$ cat config.mk
export PLATFORM = sky130hd
export DESIGN_NAME = ringosc_ctrl
export DESIGN_NICKNAME = d
export VERILOG_FILES = /design/src/rtl/ringosc_ctrl.sv
export SDC_FILE = /design/constraint.sdc
export NUM_CORES = 1
export LEC_CHECK = 0
export CAP_MARGIN = 20
export CORE_MARGIN = 5
export CORE_UTILIZATION = 63
export CTS_CLUSTER_SIZE = 16
export DETAILED_ROUTE_END_ITERATION = 8
export DONT_BUFFER_PORTS = 1
export MAX_ROUTING_LAYER = met4
export PLACE_DENSITY = 0.87
export SLEW_MARGIN = 0
export SYNTH_ARGS = -nofsm -noshare
export SYNTH_HDL_FRONTEND = slang
export SYNTH_SLANG_ARGS = --single-unit
export TNS_END_PERCENT = 20
$ cat constraint.sdc
create_clock -name clk -period 4.21 [get_ports clk]
set_clock_uncertainty 0.15 [all_clocks]
set_input_delay 0.842 -clock clk [delete_from_list [all_inputs] [get_ports clk]]
set_output_delay 0.842 -clock clk [all_outputs]
set_load 0.02 [all_outputs]
$ cat src/rtl/ringosc_ctrl.sv
// ringosc_ctrl -- ring-oscillator frequency measurement controller.
//
// Enables an external ring oscillator, lets it settle for WARMUP clk cycles,
// then counts rising edges of its (synchronised) output over a window of
// gate_len clk cycles. The result is held on count/overflow until the next
// accepted start.
//
// Parameters:
//   CNT_W    width of the edge counter / count result
//   WARMUP   clk cycles the oscillator runs before counting (>= 1)
//
// Ports:
//   clk       system clock, all state on its rising edge
//   rst_n     asynchronous active-low reset
//   start     measurement request, sampled only while idle
//   abort     cancel a measurement in warm-up or measure
//   gate_len  window length in clk cycles, latched on an accepted start
//   osc_in    ring oscillator output, asynchronous to clk
//   osc_en    ring oscillator enable (registered)
//   busy      high whenever a measurement is in progress or completing
//   done      one-cycle pulse when count/overflow are final
//   count     rising edges seen in the last window (saturating)
//   overflow  counter saturated during the last window
//
// Accuracy needs an osc_in period of at least 4 clk cycles; faster inputs
// alias through the synchroniser and edge detector.
module ringosc_ctrl #(
  parameter int CNT_W  = 16,
  parameter int WARMUP = 8
) (
  input  logic             clk,
  input  logic             rst_n,
  input  logic             start,
  input  logic             abort,
  input  logic [15:0]      gate_len,
  input  logic             osc_in,
  output logic             osc_en,
  output logic             busy,
  output logic             done,
  output logic [CNT_W-1:0] count,
  output logic             overflow
);

  // One timer serves both the warm-up and the gate window, so it must be
  // wide enough for whichever of the two is longer.
  localparam int WU_W  = (WARMUP > 1) ? $clog2(WARMUP) : 1;
  localparam int TMR_W = (WU_W > 16) ? WU_W : 16;
  localparam logic [TMR_W-1:0] WU_LAST  = TMR_W'(WARMUP - 1);
  localparam logic [CNT_W-1:0] CNT_MAX  = {CNT_W{1'b1}};

  typedef enum logic [1:0] {
    ST_IDLE,
    ST_WARMUP,
    ST_MEASURE,
    ST_DONE
  } state_t;

  state_t             state_reg, state_next;
  logic [TMR_W-1:0]   timer_reg;
  logic [15:0]        gate_len_reg;
  logic               sync1_reg, sync_reg, prev_reg;
  logic [CNT_W-1:0]   cnt_reg;
  logic               ovf_reg;
  logic               osc_en_reg;

  logic               start_ok;
  logic               abort_ok;
  logic               rise;
  logic [TMR_W-1:0]   gate_last;

  assign start_ok  = (state_reg == ST_IDLE) && start && !abort;
  assign abort_ok  = abort && ((state_reg == ST_WARMUP) || (state_reg == ST_MEASURE));
  assign rise      = sync_reg & ~prev_reg;
  // Only consulted when gate_len_reg is non-zero, so no wrap concern.
  assign gate_last = TMR_W'(gate_len_reg) - TMR_W'(1);

  // State register
  always_ff @(posedge clk or negedge rst_n) begin
    if (!rst_n) begin
      state_reg <= ST_IDLE;
    end else begin
      state_reg <= state_next;
    end
  end

  // Next-state logic
  always_comb begin
    state_next = state_reg;
    case (state_reg)
      ST_IDLE: begin
        if (start_ok) state_next = ST_WARMUP;
      end
      ST_WARMUP: begin
        if (abort) begin
          state_next = ST_IDLE;
        end else if (timer_reg == WU_LAST) begin
          // A zero-length window skips MEASURE entirely so the oscillator
          // runs for exactly the warm-up period.
          state_next = (gate_len_reg == 16'd0) ? ST_DONE : ST_MEASURE;
        end
      end
      ST_MEASURE: begin
        if (abort) begin
          state_next = ST_IDLE;
        end else if (timer_reg == gate_last) begin
          state_next = ST_DONE;
        end
      end
      ST_DONE: begin
        state_next = ST_IDLE;
      end
      default: begin
        state_next = ST_IDLE;
      end
    endcase
  end

  // Phase timer restarts from 0 on every state change, so it always holds
  // the number of cycles already spent in the current state.
  always_ff @(posedge clk or negedge rst_n) begin
    if (!rst_n) begin
      timer_reg <= '0;
    end else if ((state_next != state_reg) || (state_reg == ST_IDLE)) begin
      timer_reg <= '0;
    end else begin
      timer_reg <= timer_reg + TMR_W'(1);
    end
  end

  always_ff @(posedge clk or negedge rst_n) begin
    if (!rst_n) begin
      gate_len_reg <= '0;
    end else if (start_ok) begin
      gate_len_reg <= gate_len;
    end
  end

  // Two-flop synchroniser followed by a rising-edge detector. prev_reg
  // tracks sync_reg every cycle so no stale edge is seen on entering MEASURE.
  always_ff @(posedge clk or negedge rst_n) begin
    if (!rst_n) begin
      sync1_reg <= 1'b0;
      sync_reg  <= 1'b0;
      prev_reg  <= 1'b0;
    end else begin
      sync1_reg <= osc_in;
      sync_reg  <= sync1_reg;
      prev_reg  <= sync_reg;
    end
  end

  // Saturating edge counter; result stays put through DONE and IDLE.
  always_ff @(posedge clk or negedge rst_n) begin
    if (!rst_n) begin
      cnt_reg <= '0;
      ovf_reg <= 1'b0;
    end else if (start_ok || abort_ok) begin
      cnt_reg <= '0;
      ovf_reg <= 1'b0;
    end else if ((state_reg == ST_MEASURE) && rise) begin
      if (cnt_reg == CNT_MAX) begin
        ovf_reg <= 1'b1;
      end else begin
        cnt_reg <= cnt_reg + CNT_W'(1);
      end
    end
  end

  always_ff @(posedge clk or negedge rst_n) begin
    if (!rst_n) begin
      osc_en_reg <= 1'b0;
    end else begin
      osc_en_reg <= (state_next == ST_WARMUP) || (state_next == ST_MEASURE);
    end
  end

  assign osc_en   = osc_en_reg;
  assign busy     = (state_reg != ST_IDLE);
  assign done     = (state_reg == ST_DONE);
  assign count    = cnt_reg;
  assign overflow = ovf_reg;

endmodule

# After elaboration in Yosys (flattened, before gate mapping)
# Index checks and enable logic that the tools add are counted.
[word_totals]
register_bits = 55
inputBits = 21
output_inout_bits = 20
[op_classes]
add_sub_neg = 3
n_eq_ne = 10
muxes = 14
n_bitwise = 2
n_reduce_logical = 16
[ops]
columns = ["op", "n"]
rows = [
  ["16-bit 2-to-1 mux", 4],
  ["16-bit by 1-bit adder with 16-bit output, second input constant", 2],
  ["16-bit equality test", 1],
  ["16-bit equality test, second input constant", 1],
  ["16-bit by 3-bit equality test with 1-bit output, second input constant", 1],
  ["16-bit logical NOT", 1],
  ["16-bit by 1-bit subtractor with 16-bit output, second input constant", 1],
  ["2-bit 2-to-1 mux", 5],
  ["2-bit one-hot mux with 4 select lines", 1],
  ["2-bit equality test, second input constant", 3],
  ["2-bit nonzero test", 3],
  ["2-bit by 1-bit equality test with 1-bit output, second input constant", 2],
  ["1-bit logical AND", 4],
  ["1-bit logical OR", 4],
  ["1-bit 2-to-1 mux", 4],
  ["2-bit AND reduction", 2],
  ["2-bit logical NOT", 1],
  ["2-bit inequality test", 1],
  ["2-bit inequality test, second input constant", 1],
  ["1-bit AND", 1],
  ["1-bit logical NOT", 1],
  ["1-bit inverter", 1],
]

# Longest topological paths before layout
[logic_depth]
depth_word = 8
depth_mapped = 10
ltp_nobuf = 9

# Least setup slack after synthesis
# Ideal clock, no wire load.
[synth_timing]
path_kind = "register to register"
startpoint = "reg gate_len_reg[3]"
endpoint = "reg timer_reg[10]"
setup_time_ns = 0.119
t_arrival_ns = 2.872
slack_ns = 1.069
path_stages_with_launch = 10
n_path_buf = 2
synth_period_minus_slack_ns = 3.141
cell_sequence = "dfrtp_1 buf_6 or4_4 or4_1 a221oi_2 nand4b_1 or4_4 o21ai_4 buf_6 nor2_2"
[synth_between]
elab_chain_len = 8
[synth_lines]
columns = ["item", "line", "rtl"]
rows = [
  ["start, declared", "60", "logic [15:0] gate_len_reg;"],
  ["start signal, assigned", "134", "gate_len_reg <= gate_len;"],
  ["16-bit by 1-bit subtractor with 16-bit output or 16-bit logical NOT (tied branches)", "75, 99", ""],
  ["16-bit equality test or 1-bit 2-to-1 mux (tied branches)", "105, 99", ""],
  ["2-bit 2-to-1 mux, on equally long branches", "105, 96", ""],
  ["2-bit 2-to-1 mux, on equally long branches", "103, 94", ""],
  ["2-bit one-hot mux with 4 select lines (*)", "89", "case (state_reg)"],
  ["2-bit inequality test (*)", "123", "end else if ((state_next != state_reg) || (state_reg == ST_IDLE)) begin"],
  ["1-bit logical OR (*)", "123", ""],
  ["16-bit 2-to-1 mux (*)", "123", ""],
  ["end signal, assigned", "126", "timer_reg <= timer_reg + TMR_W'(1);"],
  ["end, declared", "59", "logic [TMR_W-1:0] timer_reg;"],
]
# Mark *: on every way between the ends. The rest lies on a longest branch, timed or not.
# A chain may end at the register's enable or synchronous reset.

# Final worst setup path
[layout_timing]
startpoint = "reg gate_len_reg[3]"
endpoint = "reg timer_reg[2]"
# The elaborated chain is that of the path after synthesis.

==> results.py <==
metrics = {
    "yosys": {
        "syn_area_per_cell_um2": 9.74,
        "synth_cell_types": 54,
        "async_reset_ff_share_pct": 100,
        "synth-edff-count": 0,
        "ys_ff_latch": 55,
        "ys_warn_count": 0,
        "ys_seq_area_share_pct": 42.7,
        "synthCells": 331,
        "ys.flop_type": "dfrtp_1",
        "synth_nets": 360,
        "synthesis.area_mm2": 0.00323,
    },
    "cells_and_area": {
        "drive_gt1_share_pct": 13.7,
        "ff_latch_area_mm2": 0.00138,
        "syn_to_final_growth_pct": 3.92,
        "diodes": 0,
        "n_fill_cell": 412,
        "multi_input_area_mm2": 0.00174,
        "nNetsFinal": 356,
    },
    "place": {
        "place.gp.congestion": 0.923,
        "dp_hpwl_um": 4960,
        "port_buffers": 0,
    },
    "clocking": {
        "clk_path_buf_depth": 2,
        "cts_sinks": 55,
        "cts_tree": "built",
        "cts-root-buf": "clkbuf_8",
        "cts_setup_buffers": 0,
        "insertion_delay_ns": 0.31,
        "htree_num_levels": 2,
        "holdBufCountCts": 0,
        "ctsResizeCount": 0,
        "cts_made_buffers": 5,
        "clk_pin_slew_ns": 0.10,
    },
    "pwr": {
        "ir_drop_mv": 0.390,
        "combPwrFrac_pct": 35.4,
        "switching_share_pct": 39.8,
        "power_density_mw_per_mm2": 505,
        "clock_power_share_pct": 17.5,
        "p_switching_uw": 674,
        "intPower_mw": 1.02,
        "power_frac_seq_pct": 47.1,
        "p_leak_nw": 1.36,
    },
    "setup_path": {
        "critPathMaxFanout": 16,
        "rrSetupSlack_ns": 0.66,
        "critical_path_required_ns": 4.24,
        "arrival_ns": 3.58,
        "start_kind": "flop",
        "setup.worst_path.class": "flop to flop",
        "end_kind": "flop",
    },
    "hold_path": {
        "min_path_type": "primary input to asynchronous set/reset pin",
    },
    "global_route": {
        "grt_start_max_net_pins": 56,
        "track_usage_pct": 22.2,
        "grt_pass1_vias": 2361,
        "overflow": 0,
        "antenna_found_initial": 0,
        "grt_pass1_wl_um": 11100,
    },
    "routing": {
        "post-route-drc-count": 0,
        "dr.pass1.iters": 4,
        "postRouteAntennaNets": 0,
        "via_per_inst": 6.04,
        "drt-total-wl_um": 6680,
        "first_iter_violations": 135,
        "wl_per_cell_um": 16.8,
        "dr_total_vias": 2405,
    },
    "floorplan": {
        "dieHeight_um": 81.6,
        "rows": 26,
        "die_area_mm2": 0.00665,
        "io_pins": 41,
        "start_util_pct": 64.0,
        "dieWidth_um": 81.6,
        "fp.coreArea_mm2": 0.00504,
    },
    "sta": {
        "drv_slew": 0,
        "fmax_ghz": 0.281,
        "hold_ws_ns": 0.0605,
        "finalHoldViolCount": 0,
        "worst_slew_pin_slew_ns": 0.720,
        "rsz0062_at_grt": "false",
        "fin_crit_sh_pct": 84.4,
        "tns_ns": 0,
        "slew-limit-headroom_pct": 51.6,
        "setup_viol": 0,
        "fin_crit_ns": 3.55,
    },
    "job": {
        "maxCapViolations": 0,
    },
    "run_status": {
        "status": "completed",
    },
}
final cells by class:
type / count / share of cell area, %
multi-input combinational: 253 / 52.0
sequential: 55 / 41.1
tap: 70 / 2.61
clock buffer: 5 / 2.05
inverter: 9 / 1.01
timing repair buffer: 3 / 0.672
clock inverter: 3 / 0.560
final timing paths:
kind / cells after the start / startpoint / endpoint
setup / recovery: 7 / gate_len_reg[3] / timer_reg[2]
hold / removal: 0 / rst_n / timer_reg[9]
setup reg to reg: 7 / gate_len_reg[3] / timer_reg[2]
hold reg to reg: 0 / sync1_reg / sync_reg
max in group asynchronous: 0 / rst_n / sync1_reg
min in group clk: 0 / sync1_reg / sync_reg
worst max-delay path: stages, from the launching register on:
cell	delay (ns)
dfrtp_1	0.48
or4_4	0.64
or4_1	0.55
a221oi_2	0.29
nand4b_1	0.14
or4_4	0.55
o21ai_4	0.51
nor2_1	0.12
layout by cell type, fill, tap and decap left out, types with 3 or more instances in the layout:
cell type and n:
nor4b_1 4, clkbuf_8 5, o21ai_0 7, nor2_2 10, or3_1 5, a21oi_1 7, nor2b_1 6, mux2_2 16
a31oi_1 6, nand3_1 19, nor2_1 37, ha_1 8, buf_4 3, nor4_1 8, xor2_1 24, dfrtp_1 55
nand4_1 8, inv_1 9, o31ai_1 5, xnor2_1 18, and3_1 4, nand2_1 18, nor3_1 6
power groups by stage:
stage               clock network (mW)  logic, mW  registers [mW]
finish                           0.295      0.600           0.797
global route                     0.322      0.667           0.821
CTS                              0.304      0.595           0.796
detailed placement                   0      0.589           0.806
global placement                     0      0.571           0.797
floorplan                            0      0.538           0.743
through the flow:
step | instance area [um^2] | util, % | power [mW] | worst slack (ns) | std cells
floorplan | 3230 | - | 1.28 | 1.07 | 331
global placement | 3260 | 64.7 | 1.37 | 0.781 | 390
detailed placement | 3260 | 64.7 | 1.39 | 0.721 | 390
CTS | 3350 | 66.5 | 1.69 | 0.670 | 398
global route | 3350 | 66.5 | 1.81 | 0.558 | 398
finish | 3350 | 66.5 | 1.69 | 0.655 | 398
synthesized netlist by cell type (7+ instances only):
cell type  number  area share [%]
nand2_1        18             2.1
nand3_1        19             2.9
nor2_2         10             1.9
a21oi_1         7             1.1
xor2_1         24             6.5
mux2_2         16             5.6
nor2_1         37             4.3
ha_1            8             3.1
o21ai_0         7             1.1
inv_1           9             1.0
xnor2_1        18             4.9
clkbuf_1        9             1.0
dfrtp_1        55              43
nor4_1          8             1.6
nand4_1         8             1.6
per-layer routing:
metal	share of wire, %	global-route usage [%]
met4	1.4	6.08
met5	0	-
met2	48	34.9
met3	4.1	3.51
met1	46	29.9
kinds of logic (layout without fill, tap and decap cells):
group	count (synthesis)	in the layout	share of synthesized area [%]
adders and majority gates	8	8	3.10
DFF	55	55	42.7
xor gates and xnor gates	42	42	11.4
AOI/OAI and AO/OA	43	43	9.78
muxes	17	17	5.90
and+or+nand+nor	143	143	23.9
buffers and inverters	23	20	3.26
Note: power is estimated with default switching activity, not from simulation.
